===== config.mk =====
export PLATFORM = sky130hd
export DESIGN_NAME = wb_arbiter_2m_flat
export DESIGN_NICKNAME = d
export VERILOG_FILES = /design/src/rtl/wb_arbiter_2m_if.sv /design/src/rtl/wb_arbiter_2m.sv /design/src/flat_wrapper.sv
export SDC_FILE = /design/constraint.sdc
export NUM_CORES = 1
export LEC_CHECK = 0
export CAP_MARGIN = 20
export CORE_AREA = 3 3 123 125
export CTS_BUF_LIST = sky130_fd_sc_hd__clkbuf_2 sky130_fd_sc_hd__clkbuf_4 sky130_fd_sc_hd__clkbuf_8
export CTS_CLUSTER_DIAMETER = 30
export DETAILED_ROUTE_END_ITERATION = 10
export DIE_AREA = 0 0 126 128
export GPL_TIMING_DRIVEN = 0
export PLACE_DENSITY = 0.62
export SETUP_SLACK_MARGIN = 0.1
export SLEW_MARGIN = 40
export SYNTH_ARGS = -nofsm -noshare
export SYNTH_HDL_FRONTEND = slang
export SYNTH_SLANG_ARGS = --single-unit
export TNS_END_PERCENT = 100

===== constraint.sdc =====
create_clock -name clk -period 3.8 [get_ports clk]
set_input_delay 0.76 -clock clk [delete_from_list [all_inputs] [get_ports clk]]
set_output_delay 0.76 -clock clk [all_outputs]
set_load 0.05 [all_outputs]

===== src/rtl/wb_arbiter_2m_if.sv =====
// Wishbone B4 classic bus bundle. The master modport drives a cycle and the
// slave modport answers it.
interface wb_arbiter_2m_if #(
  parameter int AW = 32,
  parameter int DW = 32
) ();
  logic [AW-1:0]   adr;
  logic [DW-1:0]   dat_w;
  logic [DW/8-1:0] sel;
  logic            we;
  logic            cyc;
  logic            stb;
  logic [DW-1:0]   dat_r;
  logic            ack;
  logic            err;

  modport master (
    output adr, dat_w, sel, we, cyc, stb,
    input  dat_r, ack, err
  );

  modport slave (
    input  adr, dat_w, sel, we, cyc, stb,
    output dat_r, ack, err
  );
endinterface


===== src/rtl/wb_arbiter_2m.sv =====
// Two-master Wishbone classic arbiter. Grants are round-robin and locked for the
// whole cyc tenure. A watchdog ends stalled strobes with an error.
module wb_arbiter_2m #(
  parameter int unsigned TIMEOUT = 255,
  parameter int unsigned AW      = 32,
  parameter int unsigned DW      = 32
) (
  input  logic            clk,
  input  logic            rst,
  wb_arbiter_2m_if.slave  m0,
  wb_arbiter_2m_if.slave  m1,
  wb_arbiter_2m_if.master s,
  output logic [1:0]      grant,
  output logic            timeout
);

  typedef enum logic {IDLE, BUSY} state_t;

  localparam int unsigned    WDW     = (TIMEOUT > 1) ? $clog2(TIMEOUT) : 1;
  localparam logic [WDW-1:0] WD_LAST = WDW'((TIMEOUT > 0) ? TIMEOUT - 1 : 0);

  state_t         state;
  logic           last_m1;
  logic [WDW-1:0] wd_cnt;

  logic            busy;
  logic            req0;
  logic            req1;
  logic            wd_fire;
  logic [AW-1:0]   g_adr;
  logic [DW-1:0]   g_dat;
  logic [DW/8-1:0] g_sel;
  logic            g_we;
  logic            g_cyc;
  logic            g_stb;

  assign busy = (state == BUSY);
  assign req0 = m0.cyc & m0.stb;
  assign req1 = m1.cyc & m1.stb;

  assign g_adr = grant[1] ? m1.adr   : m0.adr;
  assign g_dat = grant[1] ? m1.dat_w : m0.dat_w;
  assign g_sel = grant[1] ? m1.sel   : m0.sel;
  assign g_we  = grant[1] ? m1.we    : m0.we;
  assign g_cyc = grant[1] ? m1.cyc   : m0.cyc;
  assign g_stb = grant[1] ? m1.stb   : m0.stb;

  // An ack in the expiry cycle wins, so a late but valid response is never
  // turned into an error.
  assign wd_fire = (TIMEOUT != 0) && busy && g_stb && (wd_cnt == WD_LAST) &&
                   !s.ack && !s.err;

  // NOTE: the bus is gated by the state register rather than registered
  // itself. An asynchronous reset therefore drops cyc/stb at once,
  // not at the next edge.
  assign s.adr   = busy ? g_adr : '0;
  assign s.dat_w = busy ? g_dat : '0;
  assign s.sel   = busy ? g_sel : '0;
  assign s.we    = busy & g_we;
  assign s.cyc   = busy & g_cyc;
  assign s.stb   = busy & g_stb & ~wd_fire;

  assign m0.dat_r = s.dat_r;
  assign m1.dat_r = s.dat_r;
  assign m0.ack   = s.ack & grant[0];
  assign m1.ack   = s.ack & grant[1];
  assign m0.err   = (s.err | wd_fire) & grant[0] & ~s.ack;
  assign m1.err   = (s.err | wd_fire) & grant[1] & ~s.ack;
  assign timeout  = wd_fire;

  // NOTE: all state here uses non-blocking assignments, so every branch reads
  // the values from before the edge, whatever the statement order.
  always_ff @(posedge clk or posedge rst) begin
    if (rst) begin
      state   <= IDLE;
      grant   <= 2'b00;
      last_m1 <= 1'b1;
      wd_cnt  <= '0;
    end else begin
      case (state)
        IDLE: begin
          wd_cnt <= '0;
          if (req0 || req1) begin
            state <= BUSY;
            // On a tie the master that did not hold the last tenure wins.
            if (req0 && (!req1 || last_m1)) grant <= 2'b01;
            else                            grant <= 2'b10;
          end
        end
        BUSY: begin
          if (!g_cyc) begin
            state   <= IDLE;
            grant   <= 2'b00;
            last_m1 <= grant[1];
            wd_cnt  <= '0;
          end else if (s.stb && !s.ack && !s.err) begin
            if (wd_cnt != WD_LAST) wd_cnt <= wd_cnt + WDW'(1);
          end else begin
            wd_cnt <= '0;
          end
        end
        default: state <= IDLE;
      endcase
    end
  end

endmodule


===== src/flat_wrapper.sv =====
// flat-port wrapper written by rule: the top's interface ports become plain ports
module wb_arbiter_2m_flat 
#(
  parameter int unsigned TIMEOUT = 255,
  parameter int unsigned AW      = 32,
  parameter int unsigned DW      = 32
)
  (clk, rst, grant, timeout, m0_adr, m0_dat_w, m0_sel, m0_we, m0_cyc, m0_stb, m0_dat_r, m0_ack, m0_err, m1_adr, m1_dat_w, m1_sel, m1_we, m1_cyc, m1_stb, m1_dat_r, m1_ack, m1_err, s_adr, s_dat_w, s_sel, s_we, s_cyc, s_stb, s_dat_r, s_ack, s_err);
  wb_arbiter_2m_if #(.AW(AW), .DW(DW)) m0_i ();
  wb_arbiter_2m_if #(.AW(AW), .DW(DW)) m1_i ();
  wb_arbiter_2m_if #(.AW(AW), .DW(DW)) s_i ();
  input  logic clk;
  input  logic rst;
  output logic [1:0] grant;
  output logic timeout;
  input wire logic [$bits(m0_i.adr)-1:0] m0_adr;
  input wire logic [$bits(m0_i.dat_w)-1:0] m0_dat_w;
  input wire logic [$bits(m0_i.sel)-1:0] m0_sel;
  input wire logic [$bits(m0_i.we)-1:0] m0_we;
  input wire logic [$bits(m0_i.cyc)-1:0] m0_cyc;
  input wire logic [$bits(m0_i.stb)-1:0] m0_stb;
  output wire logic [$bits(m0_i.dat_r)-1:0] m0_dat_r;
  output wire logic [$bits(m0_i.ack)-1:0] m0_ack;
  output wire logic [$bits(m0_i.err)-1:0] m0_err;
  input wire logic [$bits(m1_i.adr)-1:0] m1_adr;
  input wire logic [$bits(m1_i.dat_w)-1:0] m1_dat_w;
  input wire logic [$bits(m1_i.sel)-1:0] m1_sel;
  input wire logic [$bits(m1_i.we)-1:0] m1_we;
  input wire logic [$bits(m1_i.cyc)-1:0] m1_cyc;
  input wire logic [$bits(m1_i.stb)-1:0] m1_stb;
  output wire logic [$bits(m1_i.dat_r)-1:0] m1_dat_r;
  output wire logic [$bits(m1_i.ack)-1:0] m1_ack;
  output wire logic [$bits(m1_i.err)-1:0] m1_err;
  output wire logic [$bits(s_i.adr)-1:0] s_adr;
  output wire logic [$bits(s_i.dat_w)-1:0] s_dat_w;
  output wire logic [$bits(s_i.sel)-1:0] s_sel;
  output wire logic [$bits(s_i.we)-1:0] s_we;
  output wire logic [$bits(s_i.cyc)-1:0] s_cyc;
  output wire logic [$bits(s_i.stb)-1:0] s_stb;
  input wire logic [$bits(s_i.dat_r)-1:0] s_dat_r;
  input wire logic [$bits(s_i.ack)-1:0] s_ack;
  input wire logic [$bits(s_i.err)-1:0] s_err;
  assign m0_i.adr = m0_adr;
  assign m0_i.dat_w = m0_dat_w;
  assign m0_i.sel = m0_sel;
  assign m0_i.we = m0_we;
  assign m0_i.cyc = m0_cyc;
  assign m0_i.stb = m0_stb;
  assign m0_dat_r = m0_i.dat_r;
  assign m0_ack = m0_i.ack;
  assign m0_err = m0_i.err;
  assign m1_i.adr = m1_adr;
  assign m1_i.dat_w = m1_dat_w;
  assign m1_i.sel = m1_sel;
  assign m1_i.we = m1_we;
  assign m1_i.cyc = m1_cyc;
  assign m1_i.stb = m1_stb;
  assign m1_dat_r = m1_i.dat_r;
  assign m1_ack = m1_i.ack;
  assign m1_err = m1_i.err;
  assign s_adr = s_i.adr;
  assign s_dat_w = s_i.dat_w;
  assign s_sel = s_i.sel;
  assign s_we = s_i.we;
  assign s_cyc = s_i.cyc;
  assign s_stb = s_i.stb;
  assign s_i.dat_r = s_dat_r;
  assign s_i.ack = s_ack;
  assign s_i.err = s_err;
  wb_arbiter_2m #(.TIMEOUT(TIMEOUT), .AW(AW), .DW(DW)) u_core (.clk(clk), .rst(rst), .m0(m0_i), .m1(m1_i), .s(s_i), .grant(grant), .timeout(timeout));
endmodule

==> results.ini <==
[placement]
port_buffers=287
routabilityCongestion=0.837
hpwl_mm=11.2

[setup_path]
crit_slowest_cell=clkdlybuf4s50_1
arrival_ns=2.81
path_max_fanout=4
cpPeakStageDelay_ns=0.86
path_cells=clkdlybuf4s50_1, mux2_2, a41oi_1, nor3b_1, clkdlybuf4s50_1
critical_path_class=input port to output port
crit_required_ns=3.04
timing.rr.start=u_core.wd_cnt[0]
end_kind=output port
start_kind=input port
r2r_end=u_core.wd_cnt[4]
reg2reg_depth=5
worst-r2r-setup-slack_ns=2.29
path_common_cell=clkdlybuf4s50_1

[status]
status=finished clean

[global_routing]
grt_max_degree=13
first_global_vias=3200
grt_pass1_wl_mm=18.0
grt_overflow=0
antenna_found_initial=0
grtUsageTotal_pct=14.1

[clock_network]
clkLatencyLatePin_ns=0.25
clkSlewWorstSetupHoldPaths_ns=0.06
cts-root-buf=clkbuf_8
numCtsBuffers=3
cts_tree=done
htreeDepth=1
cts-hold-fix-buffers=0
numClockSinks=12
clock_path_buffers=2

[yosys]
syn_nets=470
netlist_instances=290
avgSynthCellArea_um2=7.65
syn_area_um2=2220
ys_seq_area_share_pct=13.6
ys_types=32
ys_warn_count=0
ys_ff_latch=12

[job]
drv_cap=0

[pwr]
fin_total_pwr_mw=3.06
p_per_area_nw_per_um2=570
netSwitchingFraction_pct=59.4
power.leakage_nw=2.24
switchingPower_mw=1.82
power_frac_seq_pct=6.0
clkPwrFrac_pct=4.7
ir_worst_vdd_uv=224
cellInternalPower_mw=1.24
combPwrFrac_pct=89.4

[sta]
worst_pin_slew_ns=0.644
fin_tns_setup_ns=0
layout_min_cycle_time_ns=3.57
fmax_mhz=280
rsz0062_at_grt=no
hold_violations=0
fin_skew_ns=0.00495
setup_violations=0
max_slew_margin_pct=57.1
min_period_over_period_pct=93.9
maxSlewViolCount=0

[drt]
drt_iter0_markers=96
ant_nets=0
first_pass_iters=4
drcViolationCount=0
wl_mm=12.6
wire_per_inst_um=16.5
avgViaCountPerCell=3.96
vias=3010

[finish]
final_common_cell=clkdlybuf4s50_1
final_net_count=762
area_growth_pct=142
final_cell_mix=286 x clkdlybuf4s50_1, 74 x nor2_1, 71 x mux2i_1, 71 x buf_4, 11 x dfrtp_1
insertedDiodeCount=0
final_layout_size_suffix_gt1_share_pct=13.8

[die]
initial_core_util_pct=15.8
dieArea_um2=16100
die_h_um=128
rows=43
fp.dieW_um=126
core-area_um2=14000
pin_count=320

[min_path]
hold_path_end=u_core.last_m1
whs_path_depth=2
min_path_type=register to register
hp-start=u_core.last_m1

-- registers in the layout (all words and copies together), names as in the netlist --
name,flops
u_core.busy,1
u_core.grant,2
u_core.last_m1,1
u_core.wd_cnt,8
-- power groups by stage --
stage                     logic (mW)  registers (mW)  clock network [mW]
final                           2.73           0.182               0.143
after global routing            2.87           0.186               0.152
after CTS                       2.78           0.183               0.145
after detailed placement        2.77           0.185                   0
after global placement          2.75           0.183                   0
after floorplan                 1.79           0.210                   0
-- per-layer routing --
metal	global-route usage, %	part of all wire, %
met1	16.1	36
met2	27.3	55
met3	3.54	8.2
met4	1.32	0.37
met5	0	0
-- Yosys cell counts --
master,n,share of area (%)
nand2_1,3,0.51
inv_1,3,0.51
nand3_1,6,1.4
mux2_2,1,0.51
nor2b_1,3,0.85
nand2b_1,1,0.28
xor2_1,2,0.79
clkbuf_1,6,1.0
mux2i_1,71,32
a31oi_1,1,0.28
dfrtp_1,11,12
nor3b_1,2,0.68
a21oi_1,5,1.1
buf_1,1,0.17
ha_1,2,1.1
o2bb2ai_1,1,0.40
xnor2_1,1,0.40
and2_1,3,0.85
buf_2,2,0.45
a32o_1,1,0.45
and4_1,1,0.40
nand4b_4,1,1.1
a311oi_1,2,0.79
buf_4,71,24
o21bai_1,1,0.34
dfstp_2,1,1.2
nor2_1,74,13
nand4_1,1,0.28
a41oi_1,2,0.79
and3_1,2,0.56
o21ai_0,2,0.45
nor3_1,6,1.4
-- layout make-up --
cell class | instances | area (um2)
Timing Repair Buffer | 287 | 2880
Clock buffer | 4 | 55.1
Inverter | 3 | 11.3
Sequential cell | 12 | 302
Buffer | 80 | 569
Multi-Input combinational cell | 195 | 1340
Fill cell | 1464 | 8620
Tap cell | 180 | 225
-- stage by stage --
| step | instances | utilization (%) | hold WS [ns] | instance area [um2] | setup WS [ns] |
|---|---|---|---|---|---|
| after floorplan | 290 | - | 0.467 | 2220 | 0.714 |
| after global placement | 757 | 38.0 | 0.480 | 5320 | 0.294 |
| after detailed placement | 757 | 38.0 | 0.492 | 5320 | 0.290 |
| after CTS | 761 | 38.4 | 0.499 | 5370 | 0.276 |
| after global routing | 761 | 38.4 | 0.544 | 5370 | 0.0556 |
| final | 761 | 38.4 | 0.495 | 5370 | 0.232 |
-- cell families after synthesis --
| family | Yosys count | share of synthesized area [%] |
|---|---|---|
| XOR/XNOR | 3 | 1.19 |
| buffers and inverters | 83 | 26.2 |
| multiplexers | 72 | 32.6 |
| flip-flops | 12 | 13.6 |
| AO/OA/AOI/OAI | 15 | 4.63 |
| AND/OR/NAND/NOR | 103 | 20.7 |
| adder cells (fa/ha/maj) | 2 | 1.13 |
-- worst max-delay path by stage --
stage / startpoint / endpoint / slack (ns) / depth (start not counted)
global route: m0_stb / m1_err / 0.06 / 5
CTS: m0_stb / m1_err / 0.28 / 5
finish: m0_stb / m1_err / 0.23 / 5
detailed placement: m0_stb / m1_err / 0.29 / 5
global placement: m0_stb / m0_err / 0.29 / 5
floorplan: u_core.grant[1] / m1_err / 0.71 / 3
-- worst max-delay path: cells and delay by family --
family                 cells  cell delay [ns]
AO/OA/AOI/OAI              1             0.15
AND/OR/NAND/NOR            1             0.27
multiplexers               1             0.24
buffers and inverters      2             1.39
-- repair_timing --
| action | CTS | global route |
|---|---|---|
| hold endpoints to repair | 0 | 0 |
| gates resized for setup | 0 | 1 |
| setup endpoints to repair | 0 | 1 |
| buffers inserted | 0 | 0 |
No activity file was read; power rests on OpenSTA's default activity.
